**config.mk**
```make
export PLATFORM = sky130hd
export DESIGN_NAME = la_usbrx
export DESIGN_NICKNAME = d
export VERILOG_FILES = /design/src/rtl/la_usbrx.sv
export SDC_FILE = /design/constraint.sdc
export NUM_CORES = 1
export LEC_CHECK = 0
export ABC_AREA = 0
export CAP_MARGIN = 15
export CORE_MARGIN = 2
export CORE_UTILIZATION = 50
export CTS_BUF_LIST = sky130_fd_sc_hd__clkbuf_4
export CTS_CLUSTER_SIZE = 16
export DETAILED_ROUTE_END_ITERATION = 8
export GPL_ROUTABILITY_DRIVEN = 0
export HOLD_SLACK_MARGIN = 0.02
export PLACE_DENSITY_LB_ADDON = 0.12
export SETUP_SLACK_MARGIN = 0.15
export SKIP_CTS_REPAIR_TIMING = 1
export SLEW_MARGIN = 25
export SYNTH_ARGS = -nofsm -noshare
export SYNTH_HDL_FRONTEND = slang
export SYNTH_SLANG_ARGS = --single-unit
```
**constraint.sdc**
```tcl
create_clock -name clk -period 5 [get_ports clk]
set_input_delay 1 -clock clk [delete_from_list [all_inputs] [get_ports clk]]
set_output_delay 1 -clock clk [all_outputs]
set_load 0.03 [all_outputs]
```
**src/rtl/la_usbrx.sv**
```systemverilog
// la_usbrx -- USB full-speed receive front end.
//
// Oversamples the D+/D- pair at 4x the bit rate, recovers a sample point
// from line transitions, decodes NRZI, strips stuffed bits and delivers
// bytes together with SYNC/EOP/error framing strobes.
//
// Ports:
//   clk        core clock, 4x the USB bit rate
//   reset      synchronous active-high reset
//   rx_en      receive enable; low forces IDLE and silences all strobes
//   usb_dp_in  raw asynchronous D+ line
//   usb_dn_in  raw asynchronous D- line
//   rx_active  high from SYNC completion until EOP or error
//   rx_valid   one-cycle strobe, rx_data holds a new byte
//   rx_data    last received byte (LSB first on the wire)
//   rx_error   one-cycle strobe on stuff, SE1 or alignment error
//   rx_eop     one-cycle strobe on a clean end of packet
module la_usbrx #(
  parameter TARGET = "DEFAULT"
) (
  input  logic       clk,
  input  logic       reset,
  input  logic       rx_en,
  input  logic       usb_dp_in,
  input  logic       usb_dn_in,
  output logic       rx_active,
  output logic       rx_valid,
  output logic [7:0] rx_data,
  output logic       rx_error,
  output logic       rx_eop
);

  // The target string only selects vendor flavours elsewhere; the receive
  // logic is identical for every target.
  if (TARGET == "DEFAULT") begin : g_target_default
  end else begin : g_target_custom
  end

  typedef enum logic [2:0] {
    ST_IDLE,
    ST_SYNC,
    ST_DATA,
    ST_EOP,
    ST_ERR
  } state_t;

  logic       dp_meta, dn_meta;
  logic       dp_s, dn_s;
  logic       dp_p, dn_p;
  logic [1:0] phase_q;
  logic [1:0] phase;
  logic       line_changed;
  logic       sample;
  logic       is_j, is_k, is_se0, is_se1;
  logic       nrzi_bit;

  state_t     state, state_n;
  logic       prev_k, prev_k_n;
  logic [2:0] zero_cnt, zero_cnt_n;
  logic [2:0] bit_cnt, bit_cnt_n;
  logic [2:0] ones_cnt, ones_cnt_n;
  logic [7:0] shift_reg, shift_reg_n;
  logic [1:0] se0_cnt, se0_cnt_n;
  logic       eop_long, eop_long_n;
  logic       align_err, align_err_n;
  logic [2:0] err_jcnt, err_jcnt_n;
  logic       active_n, valid_n, error_n, eop_n;
  logic [7:0] data_n;

  // Two-flop synchronizers plus a copy of the previous synchronized pair.
  // The phase counter restarts on every line transition so the sample point
  // lands two clocks after each edge, i.e. near the middle of the bit.
  always_ff @(posedge clk) begin
    if (reset) begin
      dp_meta <= 1'b1;
      dn_meta <= 1'b0;
      dp_s    <= 1'b1;
      dn_s    <= 1'b0;
      dp_p    <= 1'b1;
      dn_p    <= 1'b0;
      phase_q <= 2'd0;
    end else begin
      dp_meta <= usb_dp_in;
      dn_meta <= usb_dn_in;
      dp_s    <= dp_meta;
      dn_s    <= dn_meta;
      dp_p    <= dp_s;
      dn_p    <= dn_s;
      phase_q <= phase + 2'd1;
    end
  end

  // The phase seen this cycle reads zero on the cycle a transition shows up,
  // so the restart takes effect without an extra cycle of latency.
  always_comb begin
    line_changed = (dp_s != dp_p) || (dn_s != dn_p);
    phase        = line_changed ? 2'd0 : phase_q;
    sample       = (phase == 2'd2);
    is_j         = dp_s & ~dn_s;
    is_k         = ~dp_s & dn_s;
    is_se0       = ~dp_s & ~dn_s;
    is_se1       = dp_s & dn_s;
    nrzi_bit     = (is_k == prev_k);
  end

  // Receive state register and all registered outputs.
  always_ff @(posedge clk) begin
    if (reset) begin
      state     <= ST_IDLE;
      prev_k    <= 1'b0;
      zero_cnt  <= 3'd0;
      bit_cnt   <= 3'd0;
      ones_cnt  <= 3'd0;
      shift_reg <= 8'h00;
      se0_cnt   <= 2'd0;
      eop_long  <= 1'b0;
      align_err <= 1'b0;
      err_jcnt  <= 3'd0;
      rx_active <= 1'b0;
      rx_valid  <= 1'b0;
      rx_error  <= 1'b0;
      rx_eop    <= 1'b0;
      rx_data   <= 8'h00;
    end else begin
      state     <= state_n;
      prev_k    <= prev_k_n;
      zero_cnt  <= zero_cnt_n;
      bit_cnt   <= bit_cnt_n;
      ones_cnt  <= ones_cnt_n;
      shift_reg <= shift_reg_n;
      se0_cnt   <= se0_cnt_n;
      eop_long  <= eop_long_n;
      align_err <= align_err_n;
      err_jcnt  <= err_jcnt_n;
      rx_active <= active_n;
      rx_valid  <= valid_n;
      rx_error  <= error_n;
      rx_eop    <= eop_n;
      rx_data   <= data_n;
    end
  end

  // Next-state logic. Everything advances only on sample strobes; strobes
  // are computed here and appear on the outputs one clock later.
  always_comb begin
    state_n     = state;
    prev_k_n    = prev_k;
    zero_cnt_n  = zero_cnt;
    bit_cnt_n   = bit_cnt;
    ones_cnt_n  = ones_cnt;
    shift_reg_n = shift_reg;
    se0_cnt_n   = se0_cnt;
    eop_long_n  = eop_long;
    align_err_n = align_err;
    err_jcnt_n  = err_jcnt;
    active_n    = rx_active;
    valid_n     = 1'b0;
    error_n     = 1'b0;
    eop_n       = 1'b0;
    data_n      = rx_data;

    if (sample) begin
      case (state)
        ST_IDLE: begin
          if (is_k) begin
            state_n    = ST_SYNC;
            zero_cnt_n = 3'd0;
            prev_k_n   = 1'b1;
          end
        end

        ST_SYNC: begin
          if (is_j || is_k) begin
            prev_k_n = is_k;
            if (!nrzi_bit) begin
              zero_cnt_n = (zero_cnt == 3'd7) ? 3'd7 : zero_cnt + 3'd1;
            end else if (zero_cnt >= 3'd3) begin
              state_n     = ST_DATA;
              active_n    = 1'b1;
              bit_cnt_n   = 3'd0;
              ones_cnt_n  = 3'd0;
              shift_reg_n = 8'h00;
            end else begin
              state_n  = ST_IDLE;
              prev_k_n = 1'b0;
            end
          end else begin
            state_n  = ST_IDLE;
            prev_k_n = 1'b0;
          end
        end

        ST_DATA: begin
          if (is_j || is_k) begin
            prev_k_n = is_k;
            if (ones_cnt == 3'd6) begin
              // After six ones the transmitter must insert a zero; a one
              // here means the stuffing rule was violated.
              if (!nrzi_bit) begin
                ones_cnt_n = 3'd0;
              end else begin
                error_n    = 1'b1;
                active_n   = 1'b0;
                err_jcnt_n = 3'd0;
                state_n    = ST_ERR;
              end
            end else begin
              shift_reg_n = {nrzi_bit, shift_reg[7:1]};
              ones_cnt_n  = nrzi_bit ? ones_cnt + 3'd1 : 3'd0;
              bit_cnt_n   = bit_cnt + 3'd1;
              if (bit_cnt == 3'd7) begin
                data_n  = {nrzi_bit, shift_reg[7:1]};
                valid_n = 1'b1;
              end
            end
          end else if (is_se0) begin
            state_n     = ST_EOP;
            se0_cnt_n   = 2'd1;
            eop_long_n  = 1'b0;
            align_err_n = (bit_cnt != 3'd0);
            if (bit_cnt != 3'd0) begin
              error_n  = 1'b1;
              active_n = 1'b0;
            end
          end else begin
            error_n    = 1'b1;
            active_n   = 1'b0;
            err_jcnt_n = 3'd0;
            state_n    = ST_ERR;
          end
        end

        ST_EOP: begin
          if (is_se0) begin
            // A fourth SE0 sample marks a long SE0 (bus reset): keep
            // waiting for J but never report it as a normal EOP.
            if (se0_cnt == 2'd3) begin
              eop_long_n = 1'b1;
            end else begin
              se0_cnt_n = se0_cnt + 2'd1;
            end
          end else if (is_j) begin
            eop_n    = !eop_long && !align_err;
            active_n = 1'b0;
            state_n  = ST_IDLE;
            prev_k_n = 1'b0;
          end else begin
            error_n    = 1'b1;
            active_n   = 1'b0;
            err_jcnt_n = 3'd0;
            state_n    = ST_ERR;
          end
        end

        ST_ERR: begin
          if (is_j) begin
            if (err_jcnt == 3'd6) begin
              err_jcnt_n = 3'd0;
              state_n    = ST_IDLE;
              prev_k_n   = 1'b0;
            end else begin
              err_jcnt_n = err_jcnt + 3'd1;
            end
          end else begin
            err_jcnt_n = 3'd0;
          end
        end

        default: begin
          state_n  = ST_IDLE;
          prev_k_n = 1'b0;
        end
      endcase
    end

    if (!rx_en) begin
      state_n  = ST_IDLE;
      prev_k_n = 1'b0;
      active_n = 1'b0;
      valid_n  = 1'b0;
      error_n  = 1'b0;
      eop_n    = 1'b0;
    end
  end

endmodule

```
## Yosys cells after proc, flatten, opt, wreduce, memory -nomap -nowiden

Cells that the tools add are included.

| cells by class | value |
|---|---|
| $add $sub $neg | 6 |
| eq/ne operators | 36 |
| reduce and logical (&&, ||, !) cells | 27 |
| mux-type cells | 84 |
| magnitude comparators | 1 |
| bitwise operators | 12 |

Operators with widths:

| kind | number |
|---|---|
| two-way mux 3 bit | 32 |
| two-way mux 8 bit | 5 |
| inequality test 2 bit, second input constant | 17 |
| two-way mux 1 bit | 30 |
| AND reduction 7 bit | 4 |
| case mux 3 bit (2 select lines) | 3 |
| case mux 8 bit (2 select lines) | 1 |
| equality test 3 bit, second input constant | 5 |
| inequality test 3 bit, second input constant | 5 |
| case mux 3 bit (5 select lines) | 1 |
| adder 3 x 1 -> 3 bit, second input constant | 4 |
| two-way mux 2 bit | 6 |
| AND reduction 6 bit | 2 |
| OR reduction 6 bit | 2 |
| AND reduction 5 bit | 2 |
| inverter 1 bit | 9 |
| case mux 3 bit (3 select lines) | 1 |
| AND reduction 9 bit | 1 |
| nonzero test 3 bit | 3 |
| AND reduction 8 bit | 1 |
| equality test 3 x 2 -> 1 bit, second input constant | 2 |
| nonzero test 2 bit | 3 |
| case mux 1 bit (5 select lines) | 1 |
| adder 2 x 1 -> 2 bit, second input constant | 2 |
| 17 further kinds | 24 |

| storage, ports and cells | value |
|---|---|
| bits in registers | 48 |
| output and inout port bits | 12 |

## Depth between registers and ports, before layout

Gate-level depths: netlist of run 1.

| depth | value |
|---|---|
| depth after elaboration | 7 |
| mapped depth | 9 |

## Least setup slack after synthesis of run 1

OpenSTA, ideal clock, no wires.

| path | value |
|---|---|
| kind | input port to flip-flop |
| start | in reset |
| end | reg align_err |
| path buffers | 3 |
| cell stages on the path | 4 |
| required time | 4.872 ns |
| setup slack | 3.022 ns |
| data arrival time | 1.851 ns |
| library setup time | 0.128 ns |
| path through | clkbuf_1 > clkbuf_1 > clkbuf_1 > nor2_1 |

RTL lines:

| what | line | RTL |
|---|---|---|
| start, declared | 22 | `input logic reset,` |
| end signal, assigned | 133 | `align_err <= align_err_n;` |
| end, declared | 65 | `logic align_err, align_err_n;` |

No word-level cell between the ends.

## Worst setup path after layout of run 1

| path | value |
|---|---|
| start | reg dp_s |
| end | reg rx_data[0] |

| between the ends | value |
|---|---|
| word-level cells in the longest chain between the ends | 5 |
| elaborated cells between the ends (all ways) | 9 |
| those cells by class | eq/ne (2); mux (1); bitwise (3); reduce/logical (3) |

Ends and longest elaborated chain:

| what | line | RTL |
|---|---|---|
| start, declared | 48 | `logic dp_s, dn_s;` |
| start signal, assigned | 85 | `dp_s <= dp_meta;` |
| inequality test 1 bit | 96 | `line_changed = (dp_s != dp_p) \|\| (dn_s != dn_p);` |
| logical OR 1 bit | 96 |  |
| two-way mux 2 bit | 97 | `phase = line_changed ? 2'd0 : phase_q;` |
| equality test 2 bit | 98 | `sample = (phase == 2'd2);` |
| AND reduction 5 bit (no line) (*) | -- |  |
| end signal, assigned | 139 | `rx_data <= data_n;` |
| end, declared | 28 | `output logic [7:0] rx_data,` |

Every way passes the cells marked *; elsewhere a longest branch is shown, timed or not.
A chain may end at the register's enable or synchronous reset.

==> results of run 1 <==
## cell families (layout without fill, tap and decap cells)
logic type,Yosys count,in the layout,synth area share
multiplexers,22,22,0.0897
AO/OA/AOI/OAI,45,45,0.140
AND/OR/NAND/NOR,108,108,0.260
flip-flops,47,47,0.383
adder cells (fa/ha/maj),12,12,0.0611
XOR/XNOR,4,4,0.0173
buffers and inverters,24,35,0.0489
## worst max path at each step
stage	startpoint	endpoint	slack [ns]	depth (start not counted)
2_1_floorplan	reset	align_err$_SDFFE_PP0P_	3.02	4
3_3_place_gp	state[0]$_SDFFE_PP0P_	shift_reg[2]$_SDFFE_PP0P_	2.29	4
3_5_place_dp	reset	rx_eop$_SDFF_PP0_	2.37	5
4_1_cts	dp_s$_SDFF_PP1_	rx_data[0]$_SDFFE_PP0P_	2.46	8
5_1_grt	dp_s$_SDFF_PP1_	rx_data[1]$_SDFFE_PP0P_	2.23	8
6_report	dp_s$_SDFF_PP1_	rx_data[0]$_SDFFE_PP0P_	2.50	8
## Yosys cell counts (2+ instances only)
cell,number,area share
nand3b_1,2,0.0061
or4_1,2,0.0061
o21a_1,2,0.0061
nor3b_4,2,0.015
o2111ai_1,2,0.0071
or2_2,4,0.010
nand2b_1,20,0.051
nor2_1,17,0.026
clkbuf_1,6,0.0092
a211o_1,2,0.0071
mux2i_1,22,0.090
inv_1,10,0.015
nand2_1,25,0.038
nor3_1,2,0.0041
dfxtp_1,47,0.38
nand3_1,2,0.0041
ha_1,12,0.061
nor4b_1,3,0.011
nor2b_1,5,0.013
xor2_1,2,0.0071
buf_6,3,0.014
o21ai_0,7,0.014
nor4_1,4,0.010
buf_2,3,0.0061
nand4_1,7,0.018
o21ai_1,2,0.0041
a21oi_1,10,0.020
o31ai_1,2,0.0061
and2_1,3,0.0076
## metrics by stage
step                setup WS, ns  std cells
global route                2.23        340
detailed placement          2.37        332
CTS                         2.46        340
floorplan                   3.02        262
global placement            2.29        332
finish                      2.50        340
## final cells by class
type / count / area, sq um
multi-input cells: 191 / 1400
repair buffers: 17 / 168
clock buffers: 5 / 37.5
flip-flops and latches: 47 / 941
inverters: 10 / 37.5
well taps: 67 / 83.8
clock inverters: 3 / 20.0
fillers: 440 / 2040
## layer usage
layer,GRT usage,vias to the layer above,share of wire
met3,0.0407,6,0.045
met5,0,-,0
met2,0.296,46,0.46
li1,-,958,-
met1,0.270,911,0.48
met4,0.0606,0,0.014
## power by group
| group | switching, mW | leakage (nW) | internal (mW) |
|---|---|---|---|
| sequential | 0.00168 | 0.380 | 0.378 |
| clock | 0.124 | 0.0288 | 0.0541 |
| combinational | 0.0231 | 0.562 | 0.0136 |
## worst register-to-register path, stage by stage (launching register included)
cell and delay, ns:
dfxtp_1 0.38, xor2_1 0.17, nor2_1 0.15, and2_1 0.15, ha_1 0.32, and2_1 0.25, nand4_1 0.57, mux2i_1 0.35
nor2_1 0.05
==> results.cfg, run 1 <==
[yosys]
ys_warn_count = 0
synth_ff_type = dfxtp_1
avgSynthCellArea_sq_um = 9.37
synth.distinct_cells = 61
synth_fp_nets = 279
ys_ff_latch = 47
synth-seq-area-share = 0.383
netlist_area_sq_um = 2460
async_flop_share = 0
synth_edf_count = 0
synthCells = 262

[layout]
nets = 289
final_cell_mix = dfxtp_1, nand2_1, mux2i_1
drive_gt1_frac = 0.103
postLayoutCellArea_sq_um = 2690
area_delta_synth_final_pct = 9.37
post-route-util = 0.569
largest_register_ffs = 8
layout_commonest_cell = dfxtp_1
antenna_cells = 0

[cts]
cts_root_buf = clkbuf_4
cts_buffers = 5
cts_tree = yes
clk_pin_slew_worst_paths_ns = 0.14
clock_path_buffers = 2
htree_num_levels = 2
clkLatencyLatePin_ns = 0.37
cts_sinks = 47

[route]
antenna_left = 0
wl_per_cell_um = 14.6
drtIter0Drc = 91
detail_route.vias_per_cell = 5.65
dr.pass1.iters = 4
drc_errors = 0
vias = 1921
wl_um = 4950

[grt]
antenna_found_initial = 0
gr-total-overflow = 0
grt_max_degree = 46
grt_pass1_vias = 1710
grt_pass1_wl_um = 8150
track_usage = 0.192

[critical_path]
crit_path_max_fanout = 9
r2r_setup_slack_ns = 2.50
arrival_ns = 2.75
cp.buffers_inverters = 0
slowest_delay_ns = 0.57
end_kind = register
r2r-end = rx_data[0]$_SDFFE_PP0P_
critPathRequiredTime_ns = 5.25
crit_slowest_cell = nand4_1
worstSetupPathType = register to register
cp_top_family = simple AND/OR/NAND/NOR gates
worst_setup_path_start_kind = register
worstRegToRegCells = 8
rr_startpoint = dp_s$_SDFF_PP1_
path_cells = xor2_1, nor2_1, and2_1, ha_1, and2_1, nand4_1, mux2i_1, nor2_1

[min_path]
hold_path.class = register to register
hold_depth = 1
holdPathEnd = dp_s$_SDFF_PP1_
holdCritStartpoint = dp_meta$_SDFF_PP1_

[sta]
finalCritPeriodShare = 0.501
fin_setup_tns_ns = 0
slew-limit-headroom = 0.463
slew_viol_final = 0
hold_violations = 0
worstMarginPinSlew_ns = 0.804
grt_setup_unrepaired = no
clock.fmax_mhz = 400
fin_crit_ns = 2.50
hold_ws_ns = 0.427
finalClockSkew_ns = 0.0113
finalSetupViolations = 0

[pwr]
p_leak_nw = 0.971
ir_drop_uv = 137
finalPower_uw = 595
power.density_nw_per_um2 = 221

[floorplanning]
core_area_sq_um = 4720
rows = 25
die_y_um = 74.1
ioPinCount = 17
die_w_um = 74.1
initial_core_util = 0.520
die-area_sq_um = 5490

[run]
maxCapViolations = 0

[placed_design]
io_buffers = 16
hpwlAfterDp_um = 3400
placed_cell_area_sq_um = 2630

[outcome]
status = finished, final reports clean
No activity file was read; power rests on OpenSTA's default activity.
==> run 2: changes to the inputs <==
Clock period 5 ns to 2.1 ns, I/O delays scaled along.
==> run 2 against run 1 <==
Against the previous run:
- sequential power increased by 140%
- critical path depth unchanged
- sequential cell count unchanged
- setup slack got worse by 2.3 ns
==> results.cfg, run 2 (synthesis results as in run 1) <==
[outcome]
status = finished, final reports clean

[layout]
drive_gt1_frac = 0.215
layout_commonest_cell = dfxtp_1
layoutNonFillerInstCount = 364
final_cell_mix = dfxtp_1, nand2_1, mux2i_1
antenna_cells = 0
nets = 313
largest_register_ffs = 8
area_delta_synth_final_pct = 19.5
postLayoutCellArea_sq_um = 2930

[pwr]
power.density_nw_per_um2 = 496
p_leak_nw = 1.10
power.internal_mw = 1.10
seq_power_share = 0.622
finalPower_mw = 1.45
p_switching_uw = 355
swShare = 0.244
combPwrFrac = 0.082
ir_drop_uv = 366
p_clk_frac = 0.297

[sta]
hold_ws_ns = 0.446
finalClockSkew_ns = 0.00547
worstMarginPinSlew_ns = 0.496
hold_violations = 0
finalCritPeriodShare = 0.895
slew-limit-headroom = 0.669
finalSetupViolations = 0
fin_crit_ns = 1.88
grt_setup_unrepaired = yes
clock.fmax_mhz = 532
fin_setup_tns_ns = 0
slew_viol_final = 0

[floorplanning]
rows = 25
die-area_sq_um = 5490
ioPinCount = 17
core_area_sq_um = 4720
die_y_um = 74.1
die_w_um = 74.1
initial_core_util = 0.520

[min_path]
holdPathEnd = rx_eop$_SDFF_PP0_
hold_depth = 1
holdCritStartpoint = eop_long$_SDFFE_PP0P_
hold_path.class = register to register

[route]
detail_route.vias_per_cell = 5.49
dr.pass1.iters = 4
antenna_left = 0
drc_errors = 0
wl_per_cell_um = 14.3
wl_um = 5210
drtIter0Drc = 112
vias = 1997

[critical_path]
worst_setup_path_start_kind = register
worstRegToRegCells = 8
slowest_delay_ns = 0.49
crit_path_max_fanout = 5
path_cells = xor2_1, nor2_2, and2_4, ha_4, buf_4, nand2_2, or4_4, o22ai_2
crit_slowest_cell = or4_4
r2r_setup_slack_ns = 0.22
critPathLaunch = dp_s$_SDFF_PP1_
r2r-end = ones_cnt[0]$_SDFFE_PP0P_
end_kind = register
arrival_ns = 2.18
worstSetupPathType = register to register
rr_startpoint = dp_s$_SDFF_PP1_
critPathRequiredTime_ns = 2.40

[grt]
met1_usage = 0.294
busiest_layer = met2
use_met2 = 0.327
grt_max_degree = 19
grt_pass1_wl_um = 8850
grt_pass1_vias = 1878
gr-total-overflow = 0
grt_use_met3 = 0.0407
antenna_found_initial = 0
track_usage = 0.209

[cts]
cts_root_buf = clkbuf_4
cts_sinks = 47
clock_path_buffers = 2
clkLatencyLatePin_ns = 0.36
clk_pin_slew_worst_paths_ns = 0.13
cts_buffers = 5
htree_num_levels = 2
cts_tree = yes

[run]
maxCapViolations = 0

[placed_design]
placed_cells = 352
hpwlAfterDp_um = 3760
io_buffers = 16
placed_cell_area_sq_um = 2780
## run 2: changes by cell type in the layout (fill, tap and decap cells not counted), moves of 2 or more
cell	change
dfxtp_1	-2
buf_4	+19
buf_6	+4
dfxtp_2	+2
ha_1	-2
## run 2: layout make-up
cell class,instances,area [sq um]
clock inverters,2,12.5
fillers,425,1790
clock buffers,6,45.0
repair buffers,41,360
multi-input cells,191,1450
inverters,10,37.5
flip-flops and latches,47,943
well taps,67,83.8
## run 2: through the flow
step	util	setup slack, ns
3_3_place_gp	0.588	0.125
5_1_grt	0.621	0.112
6_report	0.621	0.220
4_1_cts	0.600	0.0421
3_5_place_dp	0.588	0.0879
2_1_floorplan	-	0.197
## run 2: how the worst max path moves through the flow
stage	endpoint	slack [ns]	cells past startpoint
2_1_floorplan	rx_active$_SDFFE_PP0P_	0.20	8
6_report	ones_cnt[0]$_SDFFE_PP0P_	0.22	8
5_1_grt	err_jcnt[2]$_SDFFE_PP0P_	0.11	8
4_1_cts	rx_active$_SDFFE_PP0P_	0.04	7
3_5_place_dp	rx_active$_SDFFE_PP0P_	0.09	7
3_3_place_gp	rx_active$_SDFFE_PP0P_	0.13	7
## run 2: power groups by stage
stage	sequential, mW	combinational [mW]	clock [mW]
after CTS	0.904	0.105	0.447
after global routing	0.906	0.133	0.489
after floorplan	0.923	0.0619	0
after global placement	0.923	0.104	0
final	0.904	0.119	0.432
after detailed placement	0.923	0.105	0
## run 2: critical path: cells and delay by family, from the launching register on
family	cells	cell delay, ns
AND/OR/NAND/NOR	4	0.87
adder cells (fa/ha/maj)	1	0.16
AO/OA/AOI/OAI	1	0.14
buffers and inverters	1	0.13
XOR/XNOR	1	0.16
flip-flops	1	0.35
## run 2: metal layers
layer	vias to the layer above	wire length, um
li1	1004	-
met1	959	2530
met2	28	2410
met3	6	201
met4	0	66
met5	-	0
